===== src/rtl/id_ex_register.sv =====
// ID/EX pipeline register: captures decoded operands and control for the execute stage,
// supports stall (hold), flush (bubble insert) and counts inserted bubbles with saturation.
module id_ex_register #(
    parameter int DATA_W = 32,
    parameter int CNT_W  = 16
) (
    input  logic              Clk,
    input  logic              Reset,
    input  logic              Stall,
    input  logic              Flush,
    input  logic              ID_Valid,
    input  logic [DATA_W-1:0] ID_PCPlus4,
    input  logic [DATA_W-1:0] ID_ReadData1,
    input  logic [DATA_W-1:0] ID_ReadData2,
    input  logic [DATA_W-1:0] ID_SignExtImm,
    input  logic              ID_ZeroExt,
    input  logic [4:0]        ID_Rs,
    input  logic [4:0]        ID_Rt,
    input  logic [4:0]        ID_Rd,
    input  logic [9:0]        ID_Ctrl,
    output logic              EX_Valid,
    output logic [DATA_W-1:0] EX_PCPlus4,
    output logic [DATA_W-1:0] EX_ReadData1,
    output logic [DATA_W-1:0] EX_ReadData2,
    output logic [DATA_W-1:0] EX_Imm,
    output logic [4:0]        EX_Rs,
    output logic [4:0]        EX_Rt,
    output logic [4:0]        EX_Rd,
    output logic [9:0]        EX_Ctrl,
    output logic [CNT_W-1:0]  BubbleCount
);

    localparam logic [CNT_W-1:0] CNT_MAX = {CNT_W{1'b1}};
    localparam logic [CNT_W-1:0] CNT_ONE = {{(CNT_W-1){1'b0}}, 1'b1};

    logic              valid_r,  valid_s;
    logic [DATA_W-1:0] pc4_r,    pc4_s;
    logic [DATA_W-1:0] rd1_r,    rd1_s;
    logic [DATA_W-1:0] rd2_r,    rd2_s;
    logic [DATA_W-1:0] imm_r,    imm_s;
    logic [4:0]        rs_r,     rs_s;
    logic [4:0]        rt_r,     rt_s;
    logic [4:0]        rd_r,     rd_s;
    logic [9:0]        ctrl_r,   ctrl_s;
    logic [CNT_W-1:0]  bub_cnt_r, bub_cnt_s;
    logic              bubble_write_s;
    logic [DATA_W-1:0] imm_sel_s;

    // Immediate selection: zero-extended low half for logical ops, sign-extended value otherwise
    always_comb begin
        imm_sel_s = ID_SignExtImm;
        if (ID_ZeroExt) begin
            imm_sel_s = {{(DATA_W-16){1'b0}}, ID_SignExtImm[15:0]};
        end else begin
            imm_sel_s = ID_SignExtImm;
        end
    end

    // Next-state selection; flush outranks stall, stall holds, otherwise load
    always_comb begin
        valid_s        = valid_r;
        pc4_s          = pc4_r;
        rd1_s          = rd1_r;
        rd2_s          = rd2_r;
        imm_s          = imm_r;
        rs_s           = rs_r;
        rt_s           = rt_r;
        rd_s           = rd_r;
        ctrl_s         = ctrl_r;
        bubble_write_s = 1'b0;
        if (Flush) begin
            valid_s        = 1'b0;
            pc4_s          = '0;
            rd1_s          = '0;
            rd2_s          = '0;
            imm_s          = '0;
            rs_s           = 5'd0;
            rt_s           = 5'd0;
            rd_s           = 5'd0;
            ctrl_s         = 10'd0;
            bubble_write_s = 1'b1;
        end else if (Stall) begin
            bubble_write_s = 1'b0;
        end else begin
            valid_s        = ID_Valid;
            pc4_s          = ID_PCPlus4;
            rd1_s          = ID_ReadData1;
            rd2_s          = ID_ReadData2;
            imm_s          = imm_sel_s;
            rs_s           = ID_Rs;
            rt_s           = ID_Rt;
            rd_s           = ID_Rd;
            // An invalid instruction still carries its data but must not act on machine state
            ctrl_s         = ID_Valid ? ID_Ctrl : 10'd0;
            bubble_write_s = ~ID_Valid;
        end
    end

    // Saturating bubble counter next value
    always_comb begin
        bub_cnt_s = bub_cnt_r;
        if (bubble_write_s && (bub_cnt_r != CNT_MAX)) begin
            bub_cnt_s = bub_cnt_r + CNT_ONE;
        end else begin
            bub_cnt_s = bub_cnt_r;
        end
    end

    // Stage register with synchronous reset overriding everything
    always_ff @(posedge Clk) begin
        if (Reset) begin
            valid_r   <= 1'b0;
            pc4_r     <= '0;
            rd1_r     <= '0;
            rd2_r     <= '0;
            imm_r     <= '0;
            rs_r      <= 5'd0;
            rt_r      <= 5'd0;
            rd_r      <= 5'd0;
            ctrl_r    <= 10'd0;
            bub_cnt_r <= '0;
        end else begin
            valid_r   <= valid_s;
            pc4_r     <= pc4_s;
            rd1_r     <= rd1_s;
            rd2_r     <= rd2_s;
            imm_r     <= imm_s;
            rs_r      <= rs_s;
            rt_r      <= rt_s;
            rd_r      <= rd_s;
            ctrl_r    <= ctrl_s;
            bub_cnt_r <= bub_cnt_s;
        end
    end

    assign EX_Valid     = valid_r;
    assign EX_PCPlus4   = pc4_r;
    assign EX_ReadData1 = rd1_r;
    assign EX_ReadData2 = rd2_r;
    assign EX_Imm       = imm_r;
    assign EX_Rs        = rs_r;
    assign EX_Rt        = rt_r;
    assign EX_Rd        = rd_r;
    assign EX_Ctrl      = ctrl_r;
    assign BubbleCount  = bub_cnt_r;

endmodule


===== config.mk =====
export PLATFORM = sky130hd
export DESIGN_NAME = id_ex_register
export DESIGN_NICKNAME = d
export VERILOG_FILES = /design/src/rtl/id_ex_register.sv
export SDC_FILE = /design/constraint.sdc
export NUM_CORES = 1
export LEC_CHECK = 0
export CAP_MARGIN = 0
export CORE_MARGIN = 5
export CORE_UTILIZATION = 36
export DETAILED_ROUTE_END_ITERATION = 16
export PLACE_DENSITY = 0.75
export SYNTH_ARGS = -nofsm -noshare
export SYNTH_HDL_FRONTEND = slang
export SYNTH_SLANG_ARGS = --single-unit
export TNS_END_PERCENT = 20

===== constraint.sdc =====
create_clock -name Clk -period 1.74 [get_ports Clk]
set_clock_uncertainty 0.05 [all_clocks]
set_input_delay 0.261 -clock Clk [delete_from_list [all_inputs] [get_ports Clk]]
set_output_delay 0.261 -clock Clk [all_outputs]
set_load 0.02 [all_outputs]

==> flow_summary.toml, run 1 <==
[grt]
use_met1 = 0.209
use_met3 = 0.0634
grt_first_pass_wirelength_um = 29700
grt_pass1_vias = 5415
antenna_found_initial = 0
use_met2 = 0.331
busiest_layer = "met2"
grt.overflow.total = 0
grt_start_max_net_pins = 81
track_usage = 0.187

[clock_network]
cts_root_buf = "clkbuf_16"
clkSinkCount = 170
cts-resized-gates = 21
clk_pin_slew_ns = 0.07
cts_tree = "done"
htreeDepth = 4
clk_path_buf_depth = 2
insertion_delay_ns = 0.41
numCtsBuffers = 17
hold_buffers = 0
postCtsSetupRepairBufs = 0

[worst_hold_path]
worst_hold_path_type = "in -> reg"

[timing]
fmax_mhz = 591
slew_headroom = 0.615
setup_viol = 0
hold_violations = 0
grt_setup_unrepaired = "false"
worstMarginPinSlew_ns = 0.577
period_needed_ns = 1.69
post-route-period-util = 0.972
final-max-slew-violation-count = 0

[route]
viasPerCell = 4.67
drt_iter0_markers = 169
drtAntennaViolNets = 0
first_pass_iters = 4
drc_errors = 0
finalWirelength_um = 19200
vias = 5384
routedWlPerCell_um = 16.6

[logic_synthesis]
synth-main-ff-cell = "dfxtp_1"
synthTopCellsByCount = "171 x nor2_1, 170 x dfxtp_1, 130 x mux2i_1"
ys_warn_count = 0
yosysTopAreaCellShare = 0.550
synth_nets = 754
ys_types = 36
async_flop_share = 0
yosys.area.top_type = "dfxtp_1"
yosys-top-cells-area = "dfxtp_1 55%, mux2i_1 21%, nor2_1 10%"
seq_area_frac_synth = 0.550
ys_seq_elements = 170
synth_edf_count = 0
synthCells = 594
syn_area_per_cell_um2 = 10.4
synth_area_mm2 = 0.00618
synth_most_common_cell = "nor2_1"

[power_and_ir_drop]
power_density_mw_per_mm2 = 868
total_leakage_power_nw = 4.81
ir_drop_mv = 0.618
totalPowerFinal_mw = 9.00

[finish]
seq_area_mm2 = 0.00340
synthToLayoutAreaGrowth_pct = 67.7
post_route_cells_drive_above_1_share = 0.0635
design_area_mm2 = 0.0104
diodes = 0
final_core_util = 0.608
multi_input_area_mm2 = 0.00258
fill_cells = 1481
final_nets = 1077

[die]
die_h_um = 141
start_util = 0.363
dieArea_mm2 = 0.0199
rows = 48
die_w_um = 141
ios = 329
fp.coreArea_mm2 = 0.0171

[worst_setup_path]
cp.buffers_inverters = 1
max_stage_delay_ns = 0.62
cp_cell_sequence = "clkdlybuf4s50_1"
slowest_stage = "clkdlybuf4s50_1"
r2r_slack_ns = 0.15
crit_type = "reg -> out"
cp.required_ns = 1.43
cp_top_family = "buffers and inverters"
start_kind = "flip-flop"
cp_max_fo = 2
critical_path_arrival_ns = 1.38
endpoint_kind = "output port"

[placement]
io_buffers = 328
hpwl_um = 14200
gp_congestion = 0.804
placed_area_mm2 = 0.00975

[status]
outcome = "complete, no violations"

[job]
maxCapViolCount = 0
-- registers in the layout, indices dropped and copies added, names as in the netlist --
| signal | flops |
|---|---|
| BubbleCount | 16 |
| EX_Ctrl | 10 |
| EX_Imm | 32 |
| EX_PCPlus4 | 32 |
| EX_Rd | 5 |
| EX_ReadData1 | 32 |
| EX_ReadData2 | 32 |
| EX_Rs | 5 |
| EX_Rt | 5 |
| EX_Valid | 1 |
-- power by group --
| part | internal (mW) | switching, mW | total (mW) |
|---|---|---|---|
| registers | 4.01 | 0.0591 | 4.07 |
| logic | 0.697 | 0.518 | 1.22 |
| clock network | 2.12 | 1.60 | 3.72 |
| total | 6.82 | 2.18 | 9.00 |
-- worst paths after layout --
check	cells after the start	start	endpoint
max	1	EX_PCPlus4[6]	EX_PCPlus4[6]
min	5	Stall	BubbleCount[3]
max reg2reg	5	BubbleCount[5]	BubbleCount[13]
min reg2reg	2	EX_PCPlus4[29]	EX_PCPlus4[29]
-- logic make-up after synthesis --
kind of cell    count (synthesis)  synth area share
mux                           130             0.210
simple gates                  198             0.137
buf+inv                        42            0.0324
fa+ha+maj                       1           0.00202
flops                         170             0.550
xor+xnor                       11            0.0156
compound gates                 42            0.0524
-- area by class of cell --
class	instances	area share
clock inverter	14	0.0142
timing repair buffer	344	0.339
tap	225	0.0272
multi-input combinational	382	0.249
sequential	170	0.328
clock buffer	17	0.0410
inverter	2	0.000724
-- routing by layer --
metal | vias to the layer above | routed length (um)
met1 | 2475 | 7460
met2 | 218 | 9670
met5 | - | 0
met3 | 24 | 1680
li1 | 2667 | -
met4 | 0 | 379
-- per-stage QoR --
| step | setup WS, ns | TNS [ns] | hold WS, ns | instances |
|---|---|---|---|---|
| 2_1_floorplan | 0.0672 | 0 | 0.355 | 594 |
| 3_3_place_gp | -0.00687 | -0.00687 | 0.423 | 1123 |
| 3_5_place_dp | -0.0843 | -0.114 | 0.432 | 1123 |
| 6_report | 0.0482 | 0 | 0.343 | 1154 |
| 5_1_grt | 0.0000764 | 0 | 0.353 | 1154 |
| 4_1_cts | 0.000814 | 0 | 0.320 | 1154 |
-- cell usage in the layout (no fill, tap or decap), types with 5 or more instances in the layout --
cell             netlist  layout
a22oi_1               25      25
buf_12                 0       5
buf_4                  0      11
clkbuf_16              0      17
clkdlybuf4s50_1        0     276
dfxtp_1              170     170
dlygate4sd2_1          0      21
dlymetal6s2s_1         0      30
mux2i_1              130     130
nor2_1               171     171
xor2_1                10      10
No activity file was read; power rests on OpenSTA's default activity.
==> inputs of run 2 (changes only) <==
CORE_UTILIZATION = 39   (was 36)
PLACE_DENSITY = 0.8   (was 0.75)
==> run 2 against run 1 <==
Critical path depth unchanged. Combinational power about the same. Sequential share of layout area down 0.099 points. Sequential power about the same. Setup slack worse by 0.016 ns. First-iteration DRC count up 10%. Critical path type unchanged. Largest power group unchanged.
==> flow_summary.toml, run 2 (same netlist as run 1, synthesis figures left out) <==
[timing]
worstMarginPinSlew_ns = 0.488
fmax_mhz = 586
setup_viol = 0
final-max-slew-violation-count = 0
slew_headroom = 0.675
hold_violations = 0
grt_setup_unrepaired = "false"
post-route-period-util = 0.981
worst_slack_ns = 0.0323
period_needed_ns = 1.71

[placement]
gp_congestion = 0.797
placed_area_mm2 = 0.00980
io_buffers = 328
hpwl_um = 14100
post-place-ws_ns = -0.00896

[clock_network]
clk_path_buf_depth = 2
clk_pin_slew_ns = 0.06
numCtsBuffers = 17
htreeDepth = 4
insertion_delay_ns = 0.41
postCtsSetupRepairBufs = 0
clkSinkCount = 170
cts-resized-gates = 25
cts_root_buf = "clkbuf_16"
hold_buffers = 0
cts_tree = "done"

[worst_setup_path]
start_kind = "flip-flop"
cp.buffers_inverters = 1
cp_cell_sequence = "clkdlybuf4s50_1"
crit_type = "reg -> out"
max_stage_delay_ns = 0.65
critical_path_arrival_ns = 1.40
cp.required_ns = 1.43
cp_max_fo = 2
endpoint_kind = "output port"
slowest_stage = "clkdlybuf4s50_1"
cp_top_family = "buffers and inverters"
r2r_slack_ns = 0.14

[job]
maxCapViolCount = 0

[finish]
diodes = 0
final_common_cell = "clkdlybuf4s50_1"
design_area_mm2 = 0.0104
final_nets = 1079
synthToLayoutAreaGrowth_pct = 68.2
post_route_cells_drive_above_1_share = 0.0655
final_core_util = 0.662
final_cell_mix = "278 x clkdlybuf4s50_1, 171 x nor2_1, 170 x dfxtp_1, 130 x mux2i_1"

[route]
drt_iter0_markers = 186
viasPerCell = 4.71
drc_errors = 0
finalWirelength_um = 19000
vias = 5406
first_pass_iters = 4
routedWlPerCell_um = 16.5
drtAntennaViolNets = 0

[die]
ios = 329
die_h_um = 136
rows = 46
die_w_um = 136
dieArea_mm2 = 0.0185
start_util = 0.394
fp.coreArea_mm2 = 0.0157

[grt]
grt_start_max_net_pins = 73
track_usage = 0.197
grt.overflow.total = 0
grt_pass1_vias = 5500
antenna_found_initial = 0
grt_first_pass_wirelength_um = 28700

[worst_hold_path]
worst_hold_path_type = "in -> reg"

[status]
outcome = "complete, no violations"

[power_and_ir_drop]
total_leakage_power_nw = 4.76
ir_drop_mv = 0.579
power_density_mw_per_mm2 = 853
run 2: cell count changes in the layout (fill, tap and decap cells not counted):
| cell | change |
|---|---|
| clkbuf_8 | +4 |
| buf_4 | -2 |
| inv_6 | -1 |
| bufinv_16 | -2 |
| clkinv_4 | +2 |
| clkdlybuf4s50_1 | +2 |
| nand2_2 | -1 |
| and3_2 | -1 |
| nand2_4 | +1 |
| dlygate4sd2_1 | +4 |
| clkinv_2 | -2 |
| and3_1 | +1 |
| dlymetal6s2s_1 | -6 |
| buf_12 | +4 |
run 2: area by class of cell:
class	count	area (um2)
Clock buffer	21	480
Clock inverter	11	86.3
Fill cell	1263	5310
Inverter	2	7.51
Multi-Input combinational cell	382	2590
Sequential cell	170	3400
Tap cell	216	270
Timing Repair Buffer	346	3560
run 2: where the power goes:
part	leakage (nW)	total, mW	switching (mW)	internal (mW)
combinational	3.10	1.24	0.522	0.714
sequential	1.38	4.07	0.0585	4.01
clock	0.276	3.57	1.57	2.00
total	4.76	8.87	2.15	6.72
run 2: worst paths after layout:
kind	start	end	cells past startpoint
worst max register to register	BubbleCount[0]	BubbleCount[14]	6
worst min register to register	EX_Imm[10]	EX_Imm[10]	2
worst max-delay path	EX_ReadData2[28]	EX_ReadData2[28]	1
worst min-delay path	Stall	EX_Imm[30]	3
run 2: metal layers:
metal,part of all wire,vias to the layer above,wire (um),track usage
li1,-,2662,-,-
met1,0.37,2494,7050,0.211
met2,0.50,219,9530,0.348
met3,0.097,31,1840,0.0777
met4,0.028,0,529,0.0784
met5,0,-,0,0
run 2: per-stage QoR:
stage                     hold WS [ns]  power [mW]  cells  TNS (ns)
after floorplan                  0.355        4.68    594         0
after global placement           0.422        5.39   1116         0
after detailed placement         0.428        5.41   1116  -0.00896
after CTS                        0.149        8.99   1148         0
after global routing             0.183        9.24   1148         0
final                            0.169        8.87   1148         0
